==> src/rtl/uart_tx_queue_if.sv <==
// ---------------------------------------------------------------------------
// uart_tx_queue_if
// Bundles the signals of uart_tx_queue: the host side (writes, flush, pause,
// status) and the core side (tx_start/tx_data out, tx_busy in).
//   slave  : view used by the queue itself
//   master : view used by whatever drives the queue (host + core model)
// Parameter ADDR_W must match the queue's ADDR_W; level is ADDR_W+1 bits.
// ---------------------------------------------------------------------------
interface uart_tx_queue_if #(
    parameter int ADDR_W = 3
);
    // host side
    logic              wr_en;
    logic [7:0]        wr_data;
    logic              flush;
    logic              en;
    logic              clr_overflow;
    logic              full;
    logic              empty;
    logic [ADDR_W:0]   level;
    logic              overflow;
    // core side
    logic              tx_busy;
    logic              tx_start;
    logic [7:0]        tx_data;

    modport slave (
        input  wr_en, wr_data, flush, en, clr_overflow, tx_busy,
        output full, empty, level, overflow, tx_start, tx_data
    );

    modport master (
        output wr_en, wr_data, flush, en, clr_overflow, tx_busy,
        input  full, empty, level, overflow, tx_start, tx_data
    );
endinterface

==> src/rtl/uart_tx_queue.sv <==
// ---------------------------------------------------------------------------
// uart_tx_queue
// Transmit byte queue placed directly in front of the UART core transmitter.
// Host bytes are buffered in a circular FIFO; a small FSM pops one byte at a
// time into tx_data and pulses tx_start, then waits for the core's registered
// tx_busy to rise and fall before the next pop.
//
// Ports:
//   clk    : clock, all logic on the rising edge
//   rst_n  : asynchronous active-low reset
//   bus    : uart_tx_queue_if.slave
//            in : wr_en, wr_data, flush, en, clr_overflow, tx_busy
//            out: tx_start, tx_data, full, empty, level, overflow
// Parameters:
//   DEPTH  : FIFO entries, power of two, 2..64
//   ADDR_W : log2(DEPTH)
// ---------------------------------------------------------------------------
module uart_tx_queue #(
    parameter int DEPTH  = 8,
    parameter int ADDR_W = 3
) (
    input  logic             clk,
    input  logic             rst_n,
    uart_tx_queue_if.slave   bus
);

    typedef enum logic [1:0] {
        IDLE,
        START,
        WAIT_BUSY,
        WAIT_DONE
    } state_t;

    localparam logic [ADDR_W-1:0] PTR_ONE  = ADDR_W'(1);
    localparam logic [ADDR_W:0]   CNT_ONE  = (ADDR_W+1)'(1);
    localparam logic [ADDR_W:0]   CNT_FULL = (ADDR_W+1)'(DEPTH);

    logic [7:0]        r_mem [DEPTH];
    logic [ADDR_W-1:0] r_wr_ptr;
    logic [ADDR_W-1:0] r_rd_ptr;
    logic [ADDR_W:0]   r_count;
    logic              r_overflow;
    state_t            r_state;
    logic              r_tx_start;
    logic [7:0]        r_tx_data;

    logic w_full;
    logic w_empty;
    logic w_wr_accept;
    logic w_wr_drop;
    logic w_pop;

    assign w_full  = (r_count == CNT_FULL);
    assign w_empty = (r_count == '0);

    // Acceptance looks only at the pre-edge count: a pop in the same cycle
    // never makes room for a write to a full queue.
    assign w_wr_accept = bus.wr_en && !w_full && !bus.flush;
    // Flush discards a same-cycle write silently, so it is not an overflow.
    assign w_wr_drop   = bus.wr_en &&  w_full && !bus.flush;
    // Flush also suppresses a pop that would otherwise happen this cycle.
    assign w_pop       = (r_state == IDLE) && bus.en && !w_empty && !bus.flush;

    // NOTE: the storage array has no reset; every entry is written before it
    // can be read, and leaving it out keeps it mappable to plain RAM.
    always_ff @(posedge clk) begin
        if (w_wr_accept) begin
            r_mem[r_wr_ptr] <= bus.wr_data;
        end
    end

    // NOTE: sequential state uses non-blocking assignments only, so every
    // block sees the pre-edge value of every register regardless of order.
    always_ff @(posedge clk or negedge rst_n) begin
        if (!rst_n) begin
            r_wr_ptr <= '0;
            r_rd_ptr <= '0;
            r_count  <= '0;
        end else if (bus.flush) begin
            r_rd_ptr <= r_wr_ptr;
            r_count  <= '0;
        end else begin
            if (w_wr_accept) begin
                r_wr_ptr <= r_wr_ptr + PTR_ONE;
            end
            if (w_pop) begin
                r_rd_ptr <= r_rd_ptr + PTR_ONE;
            end
            if (w_wr_accept && !w_pop) begin
                r_count <= r_count + CNT_ONE;
            end else if (!w_wr_accept && w_pop) begin
                r_count <= r_count - CNT_ONE;
            end
        end
    end

    // Sticky overflow; a drop in the same cycle as a clear keeps it set.
    always_ff @(posedge clk or negedge rst_n) begin
        if (!rst_n) begin
            r_overflow <= 1'b0;
        end else if (w_wr_drop) begin
            r_overflow <= 1'b1;
        end else if (bus.clr_overflow) begin
            r_overflow <= 1'b0;
        end
    end

    // Start pacing. tx_busy is registered inside the core and rises two
    // cycles after tx_start, so the FSM must see busy high and then low
    // before it may pop again; otherwise a start could be lost or doubled.
    always_ff @(posedge clk or negedge rst_n) begin
        if (!rst_n) begin
            r_state    <= IDLE;
            r_tx_start <= 1'b0;
            r_tx_data  <= 8'h00;
        end else begin
            case (r_state)
                IDLE: begin
                    if (w_pop) begin
                        r_tx_data  <= r_mem[r_rd_ptr];
                        r_tx_start <= 1'b1;
                        r_state    <= START;
                    end
                end
                START: begin
                    r_tx_start <= 1'b0;
                    r_state    <= WAIT_BUSY;
                end
                WAIT_BUSY: begin
                    if (bus.tx_busy) begin
                        r_state <= WAIT_DONE;
                    end
                end
                WAIT_DONE: begin
                    if (!bus.tx_busy) begin
                        r_state <= IDLE;
                    end
                end
                default: begin
                    r_tx_start <= 1'b0;
                    r_state    <= IDLE;
                end
            endcase
        end
    end

    assign bus.tx_start = r_tx_start;
    assign bus.tx_data  = r_tx_data;
    assign bus.full     = w_full;
    assign bus.empty    = w_empty;
    assign bus.level    = r_count;
    assign bus.overflow = r_overflow;

endmodule
==> src/flat_wrapper.sv <==
// flat-port wrapper written by rule: the top's interface ports become plain ports
module uart_tx_queue_flat 
#(
    parameter int DEPTH  = 8,
    parameter int ADDR_W = 3
)
  (clk, rst_n, bus_wr_en, bus_wr_data, bus_flush, bus_en, bus_clr_overflow, bus_tx_busy, bus_full, bus_empty, bus_level, bus_overflow, bus_tx_start, bus_tx_data);
  uart_tx_queue_if #(.ADDR_W(ADDR_W)) bus_i ();
  input  logic clk;
  input  logic rst_n;
  input wire logic [$bits(bus_i.wr_en)-1:0] bus_wr_en;
  input wire logic [$bits(bus_i.wr_data)-1:0] bus_wr_data;
  input wire logic [$bits(bus_i.flush)-1:0] bus_flush;
  input wire logic [$bits(bus_i.en)-1:0] bus_en;
  input wire logic [$bits(bus_i.clr_overflow)-1:0] bus_clr_overflow;
  input wire logic [$bits(bus_i.tx_busy)-1:0] bus_tx_busy;
  output wire logic [$bits(bus_i.full)-1:0] bus_full;
  output wire logic [$bits(bus_i.empty)-1:0] bus_empty;
  output wire logic [$bits(bus_i.level)-1:0] bus_level;
  output wire logic [$bits(bus_i.overflow)-1:0] bus_overflow;
  output wire logic [$bits(bus_i.tx_start)-1:0] bus_tx_start;
  output wire logic [$bits(bus_i.tx_data)-1:0] bus_tx_data;
  assign bus_i.wr_en = bus_wr_en;
  assign bus_i.wr_data = bus_wr_data;
  assign bus_i.flush = bus_flush;
  assign bus_i.en = bus_en;
  assign bus_i.clr_overflow = bus_clr_overflow;
  assign bus_i.tx_busy = bus_tx_busy;
  assign bus_full = bus_i.full;
  assign bus_empty = bus_i.empty;
  assign bus_level = bus_i.level;
  assign bus_overflow = bus_i.overflow;
  assign bus_tx_start = bus_i.tx_start;
  assign bus_tx_data = bus_i.tx_data;
  uart_tx_queue #(.DEPTH(DEPTH), .ADDR_W(ADDR_W)) u_core (.clk(clk), .rst_n(rst_n), .bus(bus_i));
endmodule
==> config.mk <==
export PLATFORM = sky130hd
export DESIGN_NAME = uart_tx_queue_flat
export DESIGN_NICKNAME = d
export VERILOG_FILES = /design/src/rtl/uart_tx_queue_if.sv /design/src/rtl/uart_tx_queue.sv /design/src/flat_wrapper.sv
export SDC_FILE = /design/constraint.sdc
export NUM_CORES = 1
export LEC_CHECK = 0
export ABC_AREA = 1
export ABC_CLOCK_PERIOD_IN_PS = 4200
export BUFFER_PORTS_ARGS = -buffer_cell sky130_fd_sc_hd__buf_2
export CORE_MARGIN = 3
export CORE_UTILIZATION = 25
export CTS_CLUSTER_SIZE = 30
export DETAILED_ROUTE_END_ITERATION = 6
export REMOVE_ABC_BUFFERS = 1
export SYNTH_ARGS = -nofsm -noshare
export SYNTH_HDL_FRONTEND = slang
export SYNTH_SLANG_ARGS = --single-unit
==> constraint.sdc <==
create_clock -name clk -period 4.2 [get_ports clk]
set_input_delay 0.21 -clock clk [delete_from_list [all_inputs] [get_ports clk]]
set_output_delay 0.21 -clock clk [all_outputs]
set_load 0.03 [all_outputs]
==> out/qor.txt, run 1 <==
Switching part of the total: 0.393
Mean Syn Cell Area: 11.7 um^2
CP max FO: 12
Async set or reset register ratio after synthesis: 0.256
CP Launch Type: register
Synth top area share: 0.512
Register area: 0.00247 mm^2
Final setup fails: 0
First-pass GRT wire length: 12.7 mm
R2R cell count: 15
Number of I/O pins: 31
CP dominant cell by count: nand2_1
Final Core Density: 0.299
Slew Limit Headroom: 0.278
Setup Skew: 9.90 ps
Post-Route WL: 8.11 mm
DRC Markers: 0
Hold Path Stages: 2
Crit path buffers/inverters: 2
DRT antenna net count: 0
Clock Power Share: 0.250
Core area: 0.0146 mm^2
Slew Viols, Final: 0
Ys Warns: 0
Reg-to-Reg Start: u_core.r_state[1]
Worst path max stage delay: 410 ps
Pleak: 0.00168 uW
Worst setup EP type: register
Hold Vio Cnt, Final: 0
Max Cap Viol: 0
Worst path required time: 4430 ps
Psw: 1160 uW
Area of the multi-input gates: 0.00114 mm^2
Hpwl dp: 5.17 mm
GR Overflow Total: 0
Layout cell share with drive strength beyond 1: 0.193
Vias in the first global route: 2371
Layout net count: 377
Worst vdd ir: 0.230 mV
Largest area contributor in the netlist: edfxtp_1
Antenna violations before repair: 0
EDFF count, synth: 64
Internal power: 1790 uW
Via-to-Cell Ratio: 4.45
H-tree depth: 3
CP delay by family, top: simple AND/OR/NAND/NOR gates
Crit Path Class: reg2reg
Post-synth top cells: edfxtp_1 (64), nor2_1 (58), nand2_1 (44)
Hold WC Path Type: in2reg
Hold_buf cts: 1
Post-CTS Resized: 0
DIE AREA: 0.0165 mm^2
CP arrival: 2600 ps
Die Ht: 128 um
CTS sink count: 86
R2r setup slk: 1830 ps
Sequential power share: 0.411
Final Wtd Congestion: 0.769
RSZ-0062 raised after global routing: false
Run status: finished, final reports clean
Die width: 128 um
Clock root buffer: clkbuf_16
Clock Tree Buf Depth: 2
Synth unique cells: 35
F_max: 422 MHz
Transition time of the tightest slew-check pin: 1080 ps
WHS Endpoint: u_core.bus.overflow
Slowest CP cell: dfrtp_1
Layout area overhead: 16.2%
Initial DRC count: 156
Port bufs: 30
Final Cell Area: 0.00436 mm^2
Starting density of the core: 0.257
Final WS setup: 1830 ps
Clock latency on the worst-skew pair: 340 ps
Synth area leaders: edfxtp_1 (51%), dfrtp_1 (15%), nor2_1 (5.8%)
Worst path depth: 15
Reg2reg end: u_core.bus.level[3]
Total track usage: 0.102
Cell Area, Synth: 0.00375 mm^2
Sequential-to-total area share from yosys stat: 0.659
Fin crit share: 0.564
Largest net degree at the start of global routing: 35
Cell Rows: 44
Diodes inserted: 0
CP cell instances: inv_1 -> ha_1 -> nand2_1 -> inv_1 -> nand3_4 -> nand2_4 -> ha_1 -> a21oi_1 -> nand2_1 -> nand2_1 -> nand2_1 -> nand2_1 -> nand2_1 -> nand2_1 -> nand2_1
Final min period: 2370 ps
DR pass1 iterations: 5
Clk pin slew, worst setup/hold paths: 60 ps
DR vias: 2409
HP Start: bus_clr_overflow
Sum Neg Setup Slack: 0 ps
Pre-CTS WS: 1830 ps
Placed cell areas: 0.00407 mm^2
Combinational power share: 0.339
FILL cells: 1464
Post-CTS Setup Inserts: 0
#FFs+latches synth: 86
Most common flop cell mapped by yosys: edfxtp_1
TritonCTS Buffers: 9
Avg WL per Cell: 15.0 um
Hold_ws: 74.6 ps
Most frequent cell after synthesis: edfxtp_1
CTS tree: built
Power density over the cells: 677 mW/mm^2
Post-Syn Instances: 321
[logic make-up after synthesis]
kind of cell               count (synthesis)  share of synthesized area
and+or+nand+nor                          129                      0.155
DFF                                       86                      0.659
AOI/OAI and AO/OA                         62                      0.103
buffers and inverters                     30                     0.0374
adders and majority gates                 10                     0.0354
xor gates and xnor gates                   3                    0.00701
muxes                                      1                    0.00267
[registers in the layout (all words and copies together) (netlist names)]
name,cells
u_core.bus.level,4
u_core.bus.overflow,1
u_core.bus.tx_data,8
u_core.bus.tx_start,1
u_core.r_mem,64
u_core.r_rd_ptr,3
u_core.r_state,2
u_core.r_wr_ptr,3
[layout make-up]
type,instances,share of cell area
Sequential cell,86,0.567
Multi-Input combinational cell,205,0.261
Tap cell,184,0.0528
Clock buffer,9,0.0516
Timing Repair Buffer,32,0.0385
Inverter,18,0.0161
Clock inverter,7,0.0129
[layout by cell type (no fill, tap or decap)]
cell / count
a21oi_1: 2
buf_2: 30
buf_4: 1
a2bb2oi_1: 1
nor2_1: 58
edfxtp_1: 64
dfrtp_1: 22
o221ai_1: 1
inv_4: 1
nor2_4: 1
a21oi_4: 1
nand2_2: 4
ha_1: 9
or2_1: 1
o22ai_1: 1
clkinvlp_4: 2
a21oi_2: 1
nand2_4: 6
nor2_2: 2
o21ai_2: 2
xor2_1: 2
mux2i_1: 1
clkinv_4: 2
clkbuf_16: 9
o21ai_0: 32
nand3_1: 12
inv_8: 1
o211ai_1: 18
o21ai_1: 3
inv_6: 1
inv_1: 12
nand3_4: 1
fa_1: 1
inv_2: 4
nand2_1: 44
xnor2_1: 1
dlygate4sd3_1: 1
clkinv_1: 2
[metal layers]
metal	wire length, um	GRT usage	vias to the layer above
met5	0	0	-
met4	102	0.0346	0
met3	484	0.0303	10
met2	3900	0.166	61
met1	3620	0.130	1154
li1	-	-	1184
[stage by stage]
stage               instances  power [uW]
floorplan                 309        1920
global placement          524        2210
detailed placement        524        2250
CTS                       541        2990
global route              541        3160
finish                    541        2950
[worst register-to-register path, cell delays in order, from the launching register on]
cell and delay, ps:
dfrtp_1 410, inv_1 150, ha_1 240, nand2_1 70, inv_1 120, nand3_4 210, nand2_4 180, ha_1 280
a21oi_1 200, nand2_1 70, nand2_1 70, nand2_1 50, nand2_1 60, nand2_1 50, nand2_1 50, nand2_1 40
[worst max path at each step]
| stage | start | endpoint | slack, ps |
|---|---|---|---|
| after floorplan | u_core.r_state[1] | u_core.bus.level[3] | 2120 |
| after global placement | u_core.r_state[1] | u_core.bus.level[3] | 1960 |
| after detailed placement | u_core.r_state[1] | u_core.bus.level[3] | 1830 |
| after CTS | u_core.r_state[1] | u_core.bus.level[3] | 1810 |
| after global routing | u_core.r_state[0] | u_core.bus.level[3] | 1650 |
| final | u_core.r_state[1] | u_core.bus.level[3] | 1830 |
[power by group through the flow]
stage	clock (uW)	sequential (uW)	combinational, uW
after global routing	792	1240	1130
after CTS	761	1220	1020
after floorplan	0	1320	607
final	738	1210	1000
after global placement	0	1230	985
after detailed placement	0	1230	1010
(Power assumes the default switching activity.)
==> run 2, diff against run 1 <==
Settings changed: ABC_AREA 1 to 0, ABC_CLOCK_PERIOD_IN_PS 4200 to 2200.
Clock period 4.2 ns to 2.2 ns, I/O delays scaled along.
==> run 2 against run 1 <==
Sequential share of layout area is 2.5 points lower. Via count decreased by 16%. Clock skew shrank 3.9 ps. Highest routed layer unchanged. Die area decreased by 2.5%. The run now ends with setup timing left. Sequential cell count did not move.
==> out/qor.txt, run 2 <==
Run status: finished, violations left
Violated checks: setup timing
Synth top area share: 0.526
Layout area overhead: 24.9%
Combinational power share: 0.364
Power density over the cells: 1320 mW/mm^2
Port bufs: 30
Layout cell share with drive strength beyond 1: 0.358
Post-Synth Adder-Cell Area: 0.0363
Avg WL per Cell: 16.1 um
DRT antenna net count: 0
Internal power: 3960 uW
R2r setup slk: -40 ps
Initial DRC count: 118
First-pass GRT wire length: 12.0 mm
Hold Vio Cnt, Final: 0
Post-Syn Instances: 220
Synth unique cells: 38
Fin crit share: 1.02
Largest net degree at the start of global routing: 23
EDFF count, synth: 64
Reg2reg end: u_core.bus.level[3]
CP Launch Type: register
Post-synth top cells: edfxtp_1 (64), dfrtp_1 (22), mux4_2 (16), nor2_1 (16)
F_max: 447 MHz
CP max FO: 3
Final Cell Area: 0.00456 mm^2
#FFs+latches synth: 86
RSZ-0062 raised after global routing: true
Clk pin slew, worst setup/hold paths: 60 ps
Hpwl dp: 4.98 mm
Slew Viols, Final: 0
Ys Warns: 0
DR pass1 iterations: 4
Antenna violations before repair: 0
Async set or reset register ratio after synthesis: 0.256
Most frequent cell after synthesis: edfxtp_1
CTS sink count: 86
Die width: 127 um
Simple-Gate Fraction of Synth Area: 0.0630
Synth Area in Compound Gates: 0.0397
Largest Register: u_core.r_mem
Die Ht: 127 um
Reg-to-Reg Start: u_core.bus.level[2]
Most frequent cells in the layout: edfxtp_1 (64), buf_2 (30), dfrtp_1 (22)
Cell Area, Synth: 0.00365 mm^2
FILL cells: 1388
Psw: 2070 uW
Clock root buffer: clkbuf_16
Core area: 0.0141 mm^2
Slew Limit Headroom: 0.596
Vias in the first global route: 2231
Most common flop cell mapped by yosys: edfxtp_1
Commonest non-fill, non-tap cell in the layout: edfxtp_1
Setup Skew: 6.01 ps
Clock latency on the worst-skew pair: 340 ps
Area of the multi-input gates: 0.00116 mm^2
Hold Path Stages: 1
Final min period: 2240 ps
Final WS setup: -37.9 ps
Final setup fails: 1
Hold WC Path Type: in2reg
Transition time of the tightest slew-check pin: 606 ps
H-tree depth: 3
Main combinational cell family by area after synthesis: multiplexers
Starting density of the core: 0.259
Synth area leaders: edfxtp_1 (53%), dfrtp_1 (15%), mux4_2 (9.9%)
Final Wtd Congestion: 0.715
Placed cell areas: 0.00417 mm^2
Register area: 0.00247 mm^2
Total track usage: 0.0979
Switching part of the total: 0.344
Synth Area in XOR/XNOR: 0.0195
Largest area contributor in the netlist: edfxtp_1
Sum Neg Setup Slack: -37.9 ps
Worst path required time: 2450 ps
HP Start: bus_wr_data[3]
CTS tree: built
Worst setup EP type: register
DR vias: 2014
CP arrival: 2490 ps
Sequential power share: 0.380
TritonCTS Buffers: 9
Max Cap Viol: 0
DIE AREA: 0.0161 mm^2
Clock Tree Buf Depth: 2
Number of I/O pins: 31
Multiplexer share of the synthesized area: 0.144
Clock Power Share: 0.256
Sequential-to-total area share from yosys stat: 0.677
DRC Markers: 0
Post-Route WL: 7.44 mm
Crit Path Class: reg2reg
Pleak: 0.00169 uW
WHS Endpoint: u_core.r_mem[4][3]
Mean Syn Cell Area: 16.6 um^2
R2R cell count: 9
Max reg flops: 64
Worst vdd ir: 0.448 mV
Via-to-Cell Ratio: 4.36
Cell Rows: 43
Diodes inserted: 0
Layout net count: 302
GR Overflow Total: 0
run 2: worst max-delay path by stage:
stage                        startpoint                   to  cells past startpoint
floorplan           u_core.bus.level[0]  u_core.bus.level[3]                      7
global placement    u_core.bus.level[0]  u_core.bus.level[3]                      9
detailed placement  u_core.bus.level[0]  u_core.bus.level[3]                      9
CTS                 u_core.bus.level[2]  u_core.bus.level[1]                      9
global route        u_core.bus.level[2]  u_core.bus.level[3]                      9
finish              u_core.bus.level[2]  u_core.bus.level[3]                      9
run 2: per-layer routing:
metal | GRT usage | vias up | wire length (um)
li1 | - | 948 | -
met1 | 0.113 | 1010 | 3170
met2 | 0.170 | 46 | 3800
met3 | 0.0379 | 10 | 383
met4 | 0.0265 | 0 | 89
met5 | 0 | - | 0
run 2: critical path, stage by stage, from the launching register on:
cell and delay [ps]:
dfrtp_1 380, or4b_4 570, clkinv_4 70, nor2_4 40, o21ai_2 70, ha_1 250, a21o_1 220, a2111oi_4 330
mux2i_1 120, o211ai_1 110
run 2: final cells by class:
| class | count | share of cell area |
|---|---|---|
| clock buffers | 10 | 0.0524 |
| clock inverters | 6 | 0.0151 |
| inverters | 10 | 0.00933 |
| multi-input cells | 116 | 0.255 |
| flip-flops and latches | 86 | 0.542 |
| well taps | 180 | 0.0494 |
| repair buffers | 54 | 0.0771 |
run 2: logic make-up after synthesis:
family	after synthesis
mux	32
flops	86
simple gates	45
compound gates	23
xor+xnor	6
buf+inv	18
fa+ha+maj	10
run 2: metrics by stage:
step	std cells	hold slack [ps]	worst slack, ps	total power, uW	util
CTS	462	30.4	-20.3	6090	0.322
global placement	443	139	-72.6	4350	0.295
detailed placement	443	148	-219	4440	0.295
finish	462	38.6	-37.9	6030	0.324
floorplan	212	-186	-505	3680	-
global route	462	40.1	-162	6390	0.324
run 2: timing repair:
item,in CTS,in global routing
endpoints found under the setup margin,10,11
pin swaps,6,1
buffers inserted,1,0
hold endpoints to repair,23,0
hold buffers,2,0
resized for setup,13,2
run 2: power by group through the flow:
stage                     Combinational (uW)  Clock [uW]  Sequential, uW
after CTS                               2210        1580            2300
final                                   2200        1540            2290
after floorplan                         1090           0            2590
after detailed placement                2110           0            2330
after global placement                  2050           0            2300
after global routing                    2420        1650            2330
==> run 3, diff against run 2 <==
Settings changed: BUFFER_PORTS_ARGS -buffer_cell sky130_fd_sc_hd__buf_2 to unset, CORE_UTILIZATION 25 to 30, DONT_BUFFER_PORTS set to 1.
==> run 3 against run 2 <==
Worst hold slack worse by 21 ps. The run still ends with setup timing left. Design area is 1.2% lower. Largest power group unchanged. Total power is 2.0% lower. Critical path type unchanged.
==> out/qor.txt, run 3 (same netlist as run 2, synthesis figures left out) <==
Run status: finished, violations left
Violated checks: setup timing
Core area: 0.0117 mm^2
First-pass GRT wire length: 11.0 mm
Worst path required time: 2450 ps
CTS tree: built
Commonest non-fill, non-tap cell in the layout: edfxtp_1
FILL cells: 1078
Clock latency on the worst-skew pair: 330 ps
Max Cap Viol: 0
DR pass1 iterations: 4
Layout cell share with drive strength beyond 1: 0.286
Critical path startpoint: u_core.bus.level[0]
Sum Neg Setup Slack: -49.9 ps
Layout net count: 287
Final min period: 2230 ps
Post-CTS Setup Inserts: 0
Final Cell Area: 0.00451 mm^2
Area of the multi-input gates: 0.00117 mm^2
Clock Tree Buf Depth: 2
Placed cell areas: 0.00399 mm^2
Total track usage: 0.112
R2R cell count: 9
Reg2reg end: u_core.bus.level[3]
Hpwl dp: 4.58 mm
DRT antenna net count: 0
Crit Path Class: reg2reg
Via-to-Cell Ratio: 4.77
Max reg flops: 64
Hold_ws: 17.8 ps
Post-Route WL: 6.96 mm
HP Start: bus_flush
Slew Viols, Final: 0
Reg-to-Reg Start: u_core.bus.level[0]
Avg WL per Cell: 17.0 um
CTS sink count: 86
Power density over the cells: 1310 mW/mm^2
Final WS setup: -33.4 ps
R2r setup slk: -30 ps
Slew Limit Headroom: 0.611
Fin crit share: 1.02
Most frequent cells in the layout: edfxtp_1 (64), buf_4 (23), dfrtp_1 (22)
Largest net degree at the start of global routing: 23
Transition time of the tightest slew-check pin: 583 ps
Hold Path Stages: 2
Final setup fails: 2
Clk pin slew, worst setup/hold paths: 60 ps
DIE AREA: 0.0135 mm^2
Pleak: 0.00161 uW
GR Overflow Total: 0
TritonCTS Buffers: 9
Setup Skew: 7.83 ps
Number of I/O pins: 31
Worst setup EP type: register
Port bufs: 0
Clock root buffer: clkbuf_16
Final Wtd Congestion: 0.769
Worst vdd ir: 0.450 mV
DRC Markers: 0
CP Launch Type: register
Largest Register: u_core.r_mem
Register area: 0.00247 mm^2
WHS Endpoint: u_core.bus.level[0]
CP arrival: 2480 ps
Die width: 116 um
CP max FO: 3
Cell Rows: 39
Initial DRC count: 113
Layout area overhead: 23.4%
H-tree depth: 3
Diodes inserted: 0
RSZ-0062 raised after global routing: true
DR vias: 1949
F_max: 448 MHz
Starting density of the core: 0.313
Die Ht: 116 um
Vias in the first global route: 2090
Hold Vio Cnt, Final: 0
Hold WC Path Type: in2reg
Antenna violations before repair: 0
[run 3: changes by cell type in the layout (fill, tap and decap cells not counted), moves of 2 or more]
cell,change
clkinv_4,-2
inv_4,+2
dlygate4sd3_1,+11
o21ai_1,+3
clkinvlp_4,+3
buf_2,-30
o21ai_0,-3
buf_4,+3
clkinv_2,-2
[run 3: per-layer routing]
layer,share of wire,vias to the layer above,GRT usage
li1,-,919,-
met1,0.43,994,0.133
met2,0.52,32,0.195
met3,0.044,4,0.0358
met4,0.0086,0,0.0325
met5,0,-,0
[run 3: timing repair]
| action | in CTS | in global routing |
|---|---|---|
| hold buffers | 14 | 0 |
| endpoints found under the hold margin | 91 | 0 |
| gates cloned | 0 | 0 |
| endpoints found under the setup margin | 3 | 34 |
| resized for setup | 7 | 16 |
| pin swaps | 4 | 2 |
[run 3: area by class of cell]
class                      count  area share
tap                          143      0.0397
inverter                      10     0.00944
timing repair buffer          39      0.0766
sequential                    86       0.548
multi-input combinational    116       0.260
clock buffer                   9      0.0500
clock inverter                 6      0.0155
[run 3: stage by stage]
| step | utilization | std cells | setup WS, ps | power, uW |
|---|---|---|---|---|
| final | 0.387 | 409 | -33.4 | 5910 |
| after global routing | 0.387 | 409 | -134 | 6270 |
| after CTS | 0.382 | 409 | -13.9 | 5910 |
| after detailed placement | 0.342 | 380 | -193 | 4280 |
| after global placement | 0.342 | 380 | -94.7 | 4240 |
| after floorplan | - | 212 | -505 | 3680 |
[run 3: worst max-delay path by stage]
stage | endpoint | slack, ps | cells past startpoint
3_5_place_dp | u_core.bus.level[3] | -190 | 9
2_1_floorplan | u_core.bus.level[3] | -500 | 7
5_1_grt | u_core.bus.level[3] | -130 | 9
6_report | u_core.bus.level[3] | -30 | 9
4_1_cts | u_core.bus.level[1] | -10 | 9
3_3_place_gp | u_core.bus.level[3] | -90 | 9
[run 3: critical path: stages, from the launching register on]
cell and delay (ps):
dfrtp_1 380, or4b_4 560, inv_4 80, nor2_4 40, o21ai_2 70, ha_1 250
a21o_1 210, a2111oi_4 320, mux2i_1 130, o211ai_1 110
[run 3: power by group]
part,leakage (uW),switching (uW),internal (uW)
clock,0.000135,598,880
sequential,0.000848,376,2030
combinational,0.000630,1040,991
total,0.00161,2010,3900
